## config.mk

```make
export PLATFORM = sky130hd
export DESIGN_NAME = card_reader_rx_flat
export DESIGN_NICKNAME = d
export VERILOG_FILES = /design/src/rtl/card_reader_rx_if.sv /design/src/rtl/card_reader_rx.sv /design/src/flat_wrapper.sv
export SDC_FILE = /design/constraint.sdc
export NUM_CORES = 1
export LEC_CHECK = 0
export CAP_MARGIN = 0
export CORE_ASPECT_RATIO = 1.5
export CORE_MARGIN = 2
export CORE_UTILIZATION = 45
export CTS_BUF_LIST = sky130_fd_sc_hd__clkbuf_8
export DETAILED_ROUTE_END_ITERATION = 7
export PLACE_DENSITY_LB_ADDON = 0.2
export SETUP_SLACK_MARGIN = 0.05
export SLEW_MARGIN = 20
export SYNTH_ARGS = -nofsm -noshare
export SYNTH_HDL_FRONTEND = slang
export SYNTH_SLANG_ARGS = --single-unit
```

## constraint.sdc

```tcl
create_clock -name clk -period 3 [get_ports clk]
set_input_delay 0.3 -clock clk [delete_from_list [all_inputs] [get_ports clk]]
set_output_delay 0.3 -clock clk [all_outputs]
set_load 0.02 [all_outputs]
```

## src/rtl/card_reader_rx_if.sv

```systemverilog
// Reader-side bus of card_reader_rx: serial card inputs plus the decoded code
// and status outputs consumed by the turnstile controller.
interface card_reader_rx_if;
  logic       card_present;
  logic       bit_valid;
  logic       card_bit;
  logic [3:0] access_code;
  logic       validate_code;
  logic       parity_error;
  logic       frame_error;
  logic       busy;
  logic [1:0] state_out;

  modport master (
    output card_present, bit_valid, card_bit,
    input  access_code, validate_code, parity_error, frame_error, busy, state_out
  );

  modport slave (
    input  card_present, bit_valid, card_bit,
    output access_code, validate_code, parity_error, frame_error, busy, state_out
  );
endinterface

```

## src/rtl/card_reader_rx.sv

```systemverilog
// Contactless card frame receiver: start bit, 4 data bits MSB first, optional
// even parity bit (enabled by defining CARD_PARITY_EN), then a cooldown hold.
module card_reader_rx #(
  parameter logic [7:0] TIMEOUT         = 8'd200,
  parameter logic [7:0] COOLDOWN_CYCLES = 8'd16
) (
  input logic             clk,
  input logic             rst_n,
  card_reader_rx_if.slave bus
);

  typedef enum logic [1:0] {
    IDLE      = 2'd0,
    RX_DATA   = 2'd1,
    RX_PARITY = 2'd2,
    COOLDOWN  = 2'd3
  } state_t;

`ifdef CARD_PARITY_EN
  localparam int SW = 4;
`else
  // Without parity the 4th data bit is merged on the fly, so only 3 are stored.
  localparam int SW = 3;
`endif

  state_t        state_r, state_s;
  logic [1:0]    cnt_r, cnt_s;
  logic [SW-1:0] shift_r, shift_s;
  logic [7:0]    gap_r, gap_s;
  logic [7:0]    cool_r, cool_s;
  logic [3:0]    code_r, code_s;
  logic          valid_r, valid_s;
  logic          perr_r, perr_s;
  logic          ferr_r, ferr_s;

  function automatic logic even_parity_ok(input logic [3:0] data, input logic par);
    return ((^data) ^ par) == 1'b0;
  endfunction

  // Next-state and pulse decode; pulses default low so each lasts one cycle.
  always_comb begin
    state_s = state_r;
    cnt_s   = cnt_r;
    shift_s = shift_r;
    gap_s   = gap_r;
    cool_s  = cool_r;
    code_s  = code_r;
    valid_s = 1'b0;
    perr_s  = 1'b0;
    ferr_s  = 1'b0;
    case (state_r)
      IDLE: begin
        if (bus.card_present && bus.bit_valid && bus.card_bit) begin
          state_s = RX_DATA;
          cnt_s   = 2'd0;
          shift_s = '0;
          gap_s   = 8'd0;
        end else begin
          state_s = IDLE;
        end
      end
      RX_DATA: begin
        if (!bus.card_present) begin
          ferr_s  = 1'b1;
          state_s = IDLE;
          gap_s   = 8'd0;
        end else if (bus.bit_valid) begin
          shift_s = {shift_r[SW-2:0], bus.card_bit};
          cnt_s   = cnt_r + 2'd1;
          gap_s   = 8'd0;
          if (cnt_r == 2'd3) begin
`ifdef CARD_PARITY_EN
            state_s = RX_PARITY;
`else
            code_s  = {shift_r, bus.card_bit};
            valid_s = 1'b1;
            cool_s  = 8'd0;
            state_s = COOLDOWN;
`endif
          end else begin
            state_s = RX_DATA;
          end
        end else if (gap_r == TIMEOUT - 8'd1) begin
          ferr_s  = 1'b1;
          state_s = IDLE;
          gap_s   = 8'd0;
        end else begin
          gap_s = gap_r + 8'd1;
        end
      end
      RX_PARITY: begin
`ifdef CARD_PARITY_EN
        if (!bus.card_present) begin
          ferr_s  = 1'b1;
          state_s = IDLE;
          gap_s   = 8'd0;
        end else if (bus.bit_valid) begin
          gap_s = 8'd0;
          if (even_parity_ok(shift_r, bus.card_bit)) begin
            code_s  = shift_r;
            valid_s = 1'b1;
            cool_s  = 8'd0;
            state_s = COOLDOWN;
          end else begin
            perr_s  = 1'b1;
            state_s = IDLE;
          end
        end else if (gap_r == TIMEOUT - 8'd1) begin
          ferr_s  = 1'b1;
          state_s = IDLE;
          gap_s   = 8'd0;
        end else begin
          gap_s = gap_r + 8'd1;
        end
`else
        state_s = IDLE;
`endif
      end
      COOLDOWN: begin
        if (cool_r == COOLDOWN_CYCLES - 8'd1) begin
          state_s = IDLE;
          cool_s  = 8'd0;
        end else begin
          cool_s = cool_r + 8'd1;
        end
      end
      default: begin
        state_s = IDLE;
      end
    endcase
  end

  // State, counters and registered outputs.
  always_ff @(posedge clk or negedge rst_n) begin
    if (!rst_n) begin
      state_r <= IDLE;
      cnt_r   <= 2'd0;
      shift_r <= '0;
      gap_r   <= 8'd0;
      cool_r  <= 8'd0;
      code_r  <= 4'd0;
      valid_r <= 1'b0;
      perr_r  <= 1'b0;
      ferr_r  <= 1'b0;
    end else begin
      state_r <= state_s;
      cnt_r   <= cnt_s;
      shift_r <= shift_s;
      gap_r   <= gap_s;
      cool_r  <= cool_s;
      code_r  <= code_s;
      valid_r <= valid_s;
      perr_r  <= perr_s;
      ferr_r  <= ferr_s;
    end
  end

  assign bus.access_code   = code_r;
  assign bus.validate_code = valid_r;
`ifdef CARD_PARITY_EN
  assign bus.parity_error  = perr_r;
`else
  assign bus.parity_error  = 1'b0;
`endif
  assign bus.frame_error   = ferr_r;
  assign bus.busy          = (state_r != IDLE);
  assign bus.state_out     = state_r;

endmodule

```

## src/flat_wrapper.sv

```systemverilog
// flat-port wrapper written by rule: the top's interface ports become plain ports
module card_reader_rx_flat 
#(
  parameter logic [7:0] TIMEOUT         = 8'd200,
  parameter logic [7:0] COOLDOWN_CYCLES = 8'd16
)
  (clk, rst_n, bus_card_present, bus_bit_valid, bus_card_bit, bus_access_code, bus_validate_code, bus_parity_error, bus_frame_error, bus_busy, bus_state_out);
  card_reader_rx_if bus_i ();
  input logic clk;
  input logic rst_n;
  input wire logic [$bits(bus_i.card_present)-1:0] bus_card_present;
  input wire logic [$bits(bus_i.bit_valid)-1:0] bus_bit_valid;
  input wire logic [$bits(bus_i.card_bit)-1:0] bus_card_bit;
  output wire logic [$bits(bus_i.access_code)-1:0] bus_access_code;
  output wire logic [$bits(bus_i.validate_code)-1:0] bus_validate_code;
  output wire logic [$bits(bus_i.parity_error)-1:0] bus_parity_error;
  output wire logic [$bits(bus_i.frame_error)-1:0] bus_frame_error;
  output wire logic [$bits(bus_i.busy)-1:0] bus_busy;
  output wire logic [$bits(bus_i.state_out)-1:0] bus_state_out;
  assign bus_i.card_present = bus_card_present;
  assign bus_i.bit_valid = bus_bit_valid;
  assign bus_i.card_bit = bus_card_bit;
  assign bus_access_code = bus_i.access_code;
  assign bus_validate_code = bus_i.validate_code;
  assign bus_parity_error = bus_i.parity_error;
  assign bus_frame_error = bus_i.frame_error;
  assign bus_busy = bus_i.busy;
  assign bus_state_out = bus_i.state_out;
  card_reader_rx #(.TIMEOUT(TIMEOUT), .COOLDOWN_CYCLES(COOLDOWN_CYCLES)) u_core (.clk(clk), .rst_n(rst_n), .bus(bus_i));
endmodule
```

# ---- Word-level counts from Yosys, hierarchy flattened
# Index checks and enable logic that the tools add are counted.
dict set report op_classes {
  mux 33
  add_sub_neg 3
  n_reduce_logical 11
  n_eq_ne 12
}
# op n
set op_table {}
lappend op_table {{two-way mux 8 bit} 8}
lappend op_table {{case mux 8 bit (2 select lines)} 2}
lappend op_table {{adder 8 x 1 -> 8 bit, second input constant} 2}
lappend op_table {{two-way mux 2 bit} 8}
lappend op_table {{AND reduction 4 bit} 3}
lappend op_table {{two-way mux 1 bit} 9}
lappend op_table {{two-way mux 3 bit} 3}
lappend op_table {{== test 8 x 4 -> 1 bit, second input constant} 1}
lappend op_table {{== test 8 bit, second input constant} 1}
lappend op_table {{case mux 2 bit (4 select lines)} 1}
lappend op_table {{== test 2 bit, second input constant} 3}
lappend op_table {{!= test 2 x 1 -> 1 bit, second input constant} 3}
lappend op_table {{case mux 3 bit (2 select lines)} 1}
lappend op_table {{nonzero test 2 bit} 3}
lappend op_table {{!= test 2 bit, second input constant} 2}
lappend op_table {{!= test 4 x 3 -> 1 bit, second input constant} 1}
lappend op_table {{case mux 2 bit (2 select lines)} 1}
lappend op_table {{AND reduction 2 bit} 2}
lappend op_table {{adder 2 x 1 -> 2 bit, second input constant} 1}
lappend op_table {{== test 2 x 1 -> 1 bit, second input constant} 1}
lappend op_table {{logical AND 1 bit} 2}
lappend op_table {{logical NOT 2 bit} 1}
dict set report word_totals {
  register_bits 29
  wordCells 67
  inputBits 5
  out_inout_bits 10
}

# ---- Longest topological paths before layout
dict set report logic_depth {
  depth_word 5
  depth_mapped 5
  ltp_nobuf 5
}

# ---- Worst setup path after synthesis
# Ideal clock, no wire load.
dict set report synth_timing {
  kind {register -> register}
  start {reg u_core.cool_r[0]}
  end {reg u_core.cool_r[7]}
  path_slack_ns 1.439
  arrival_ns 1.492
  n_path_buf 0
  path_stages_with_launch 6
  synth_period_minus_slack_ns 1.561
  setup_time_ns 0.069
  t_required_ns 2.931
  cell_sequence {dfrtp_1 -> ha_1 -> nand3_1 -> o311ai_4 -> or4_1 -> nand3_1}
}
dict set report synth_between {
  elab_chain_len 3
  word_cells_on_any_way 4
  cone_classes {add/sub: 1; eq/ne: 1; mux: 2}
}
# element line_no
set synth_lines {}
lappend synth_lines {{from (decl)} card_reader_rx.sv:30} ;# logic [7:0] cool_r, cool_s;
lappend synth_lines {{from (signal assigned)} card_reader_rx.sv:150} ;# cool_r <= cool_s;
lappend synth_lines {{adder 8 x 1 -> 8 bit or == test 8 x 4 -> 1 bit (tied branches)} {card_reader_rx.sv:124, card_reader_rx.sv:120}}
lappend synth_lines {{two-way mux 8 bit *} card_reader_rx.sv:120} ;# if (cool_r == COOLDOWN_CYCLES - 8'd1) begin
lappend synth_lines {{case mux 8 bit (2 select lines) *} card_reader_rx.sv:51} ;# case (state_r)
# Every way passes the cells marked *; elsewhere a longest branch is shown, timed or not.
# A chain may end at the register's enable or synchronous reset.

# ---- Final worst setup path
dict set report layout_timing {
  start {reg u_core.state_r[1], in the netlist u_core.bus.state_out[1]}
  end {out bus_busy}
}
dict set report layout_between {
  elab_chain_len 1
}
# element line_no
set layout_lines {}
lappend layout_lines {{from (decl)} card_reader_rx.sv:26} ;# state_t state_r, state_s;
lappend layout_lines {{from (signal assigned)} card_reader_rx.sv:146} ;# state_r <= state_s;
lappend layout_lines {{nonzero test 2 bit} card_reader_rx.sv:166} ;# assign bus.busy = (state_r != IDLE);
lappend layout_lines {{to (decl)} flat_wrapper.sv:18} ;# output wire logic [$bits(bus_i.busy)-1:0] bus_busy;
# Every way passes these cells.

==> impl_metrics.tcl <==
set metrics [dict create \
    dp_hpwl_um 2210 \
    seq_power_share 0.433 \
    min_path_type "in2async" \
    leakage_nw 0.755 \
    seq_area_frac_synth 0.504 \
    dr.pass1.iters 4 \
    crit_required_ns 2.70 \
    nNetsFinal 168 \
    antennaDiodeCount 0 \
    drt-total-wl_um 2990 \
    path_cells "or2_2 -> clkdlybuf4s50_1" \
    place_congestion 0.863 \
    clk_latency_ns 0.28 \
    cts_tree "built" \
    die_y_um 73.3 \
    tightestPinTransition_ns 0.558 \
    postRouteAntennaNets 0 \
    netlist_area_um2 1440 \
    die-area_um2 3680 \
    r2r_cells 3 \
    slowest_stage "dfrtp_1" \
    ys.flop_type "dfrtp_1" \
    crit_type "reg2out" \
    critical_path_buf_inv_count 1 \
    cts_max_level 2 \
    path_clk_slew_ns 0.06 \
    async_reset_ff_frac 1.00 \
    layout_commonest_cell "dfrtp_1" \
    ir_drop_mv 0.347 \
    cts_resized 0 \
    skew_ns 0.00333 \
    path_max_fanout 18 \
    drtIter0Drc 23 \
    synth-seq-cells 29 \
    hold_violations 0 \
    synth_top_cell_by_area "dfrtp_1" \
    r2r-start "u_core.bus.state_out[1]" \
    switching_share 0.304 \
    mostFrequentLayoutCells "dfrtp_1, nand2_1, clkdlybuf4s50_1" \
    cts_setup_buffers 0 \
    endpoint_kind "output port" \
    grt-ovfl-total 0 \
    regToRegEndpoint "u_core.bus.access_code[0]" \
    fp.dieW_um 50.2 \
    ys_types 40 \
    post-route-util 0.556 \
    fin_tns_setup_ns 0 \
    pwr-share-clk 0.353 \
    vias 1122 \
    antenna_found_initial 0 \
    cpPeakStageDelay_ns 0.69 \
    pwr-share-comb 0.214 \
    holdBufCountCts 0 \
    internal_power_mw 0.816 \
    syn_inst 141 \
    max_freq_mhz 484 \
    setup_viol 0 \
    grt_max_degree 30 \
    placementRows 25 \
    cts-root-buf "clkbuf_8" \
    num-fill-cells 276 \
    clock_path_buffers 2 \
    grt_pass1_wl_um 5240 \
    regToRegSetupSlack_ns 1.27 \
    syn_area_per_cell_um2 10.2 \
    synth_edf_count 0 \
    track_usage 0.196 \
    viasPerCell 5.61 \
    min_period_over_period 0.689 \
    syn_nets 150 \
    synthTopCellsByArea "dfrtp_1, nand2_1, xnor2_1, o21ai_0, nand3_1" \
    critPathTopFamily "flip-flops" \
    synthToLayoutAreaGrowth_pct 19.7 \
    cts_buffers 5 \
    ys_warn_count 0 \
    status "finished clean" \
    cap_viol_max_count 0 \
    min_period_ns 2.07 \
    io_buffers 13 \
    worst_ep_arrival_time_ns 1.77 \
    synth_top_area_frac 0.504 \
    slew_headroom 0.628 \
    grt_pass1_vias 1176 \
    cts_sinks 29 \
    power.switching_mw 0.356 \
    p_per_area_nw_per_um2 680 \
    maxSlewViolCount 0 \
    coreArea_um2 3100 \
    routedWlPerCell_um 14.9 \
    setup.worst_path.start_class "flop" \
    final_layout_size_suffix_gt1_frac 0.113 \
    drt_drc_violations_left 0 \
    initial_core_util 0.465 \
    rsz0062_at_grt "no" \
    ioPinCount 15 \
]
-- routing by layer --
layer	global-route usage	share of wire
met5	0	0
met4	0.139	0.046
met3	0.0589	0.040
met2	0.338	0.53
met1	0.198	0.38
-- stage by stage --
stage               hold WS (ns)  cell area (um^2)  setup slack [ns]  cells  power [mW]
finish                     0.395              1720             0.932    200        1.17
global route               0.431              1720             0.843    200        1.24
CTS                        0.407              1720             0.927    200        1.18
detailed placement         0.479              1610              1.04    192       0.765
global placement           0.467              1610              1.11    192       0.755
floorplan                0.00441              1440              1.44    141       0.667
-- registers in the layout, indices dropped and copies added (netlist names) --
signal,cells
u_core.cnt_r,2
u_core.gap_r,8
u_core.shift_r,3
u_core.bus.validate_code,1
u_core.cool_r,8
u_core.bus.frame_error,1
u_core.bus.access_code,4
u_core.bus.state_out,2
-- how the worst max path moves through the flow --
stage | start | to | slack, ns | cells past startpoint
floorplan | u_core.cool_r[0] | u_core.cool_r[7] | 1.44 | 5
global placement | bus_card_present | u_core.cnt_r[0] | 1.11 | 5
detailed placement | bus_card_present | u_core.cnt_r[0] | 1.04 | 5
CTS | u_core.bus.state_out[1] | bus_busy | 0.93 | 2
global route | u_core.bus.state_out[1] | bus_busy | 0.84 | 2
finish | u_core.bus.state_out[1] | bus_busy | 0.93 | 2
-- cells by family (layout without fill, tap and decap cells) --
family / count (synthesis) / after routing / synth area share
other: 1 / 1 / 0.00261
flip-flops: 29 / 29 / 0.504
buffers and inverters: 8 / 27 / 0.0270
AND/OR/NAND/NOR: 60 / 60 / 0.220
adder cells (fa/ha/maj): 4 / 4 / 0.0348
multiplexers: 3 / 3 / 0.0235
AO/OA/AOI/OAI: 29 / 29 / 0.145
XOR/XNOR: 7 / 7 / 0.0426
-- cell usage after synthesis (2+ instances only) --
library cell / count
a21o_1: 2
o21ai_0: 12
nand2_1: 17
nor2_1: 10
o211ai_1: 2
or2_2: 2
nor3b_1: 3
nand3_1: 11
a22o_1: 2
dfrtp_1: 29
buf_4: 2
inv_1: 5
nor4_1: 3
a21oi_1: 3
mux2_2: 3
ha_1: 4
xnor2_1: 7
and3_1: 2
-- cell type report --
cell class | count | area [um^2] | area share
Multi-Input combinational cell | 104 | 674 | 0.391
Sequential cell | 29 | 726 | 0.421
Clock buffer | 6 | 82.6 | 0.0479
Timing Repair Buffer | 14 | 138 | 0.0799
Clock inverter | 2 | 33.8 | 0.0196
Tap cell | 40 | 50.0 | 0.0290
Inverter | 5 | 18.8 | 0.0109
-- power groups by stage --
stage / Combinational, mW / Sequential, mW / Clock, mW
final: 0.251 / 0.508 / 0.414
after global routing: 0.281 / 0.518 / 0.440
after CTS: 0.253 / 0.507 / 0.422
after detailed placement: 0.253 / 0.512 / 0
after global placement: 0.243 / 0.511 / 0
after floorplan: 0.163 / 0.504 / 0
(Power assumes the default switching activity.)
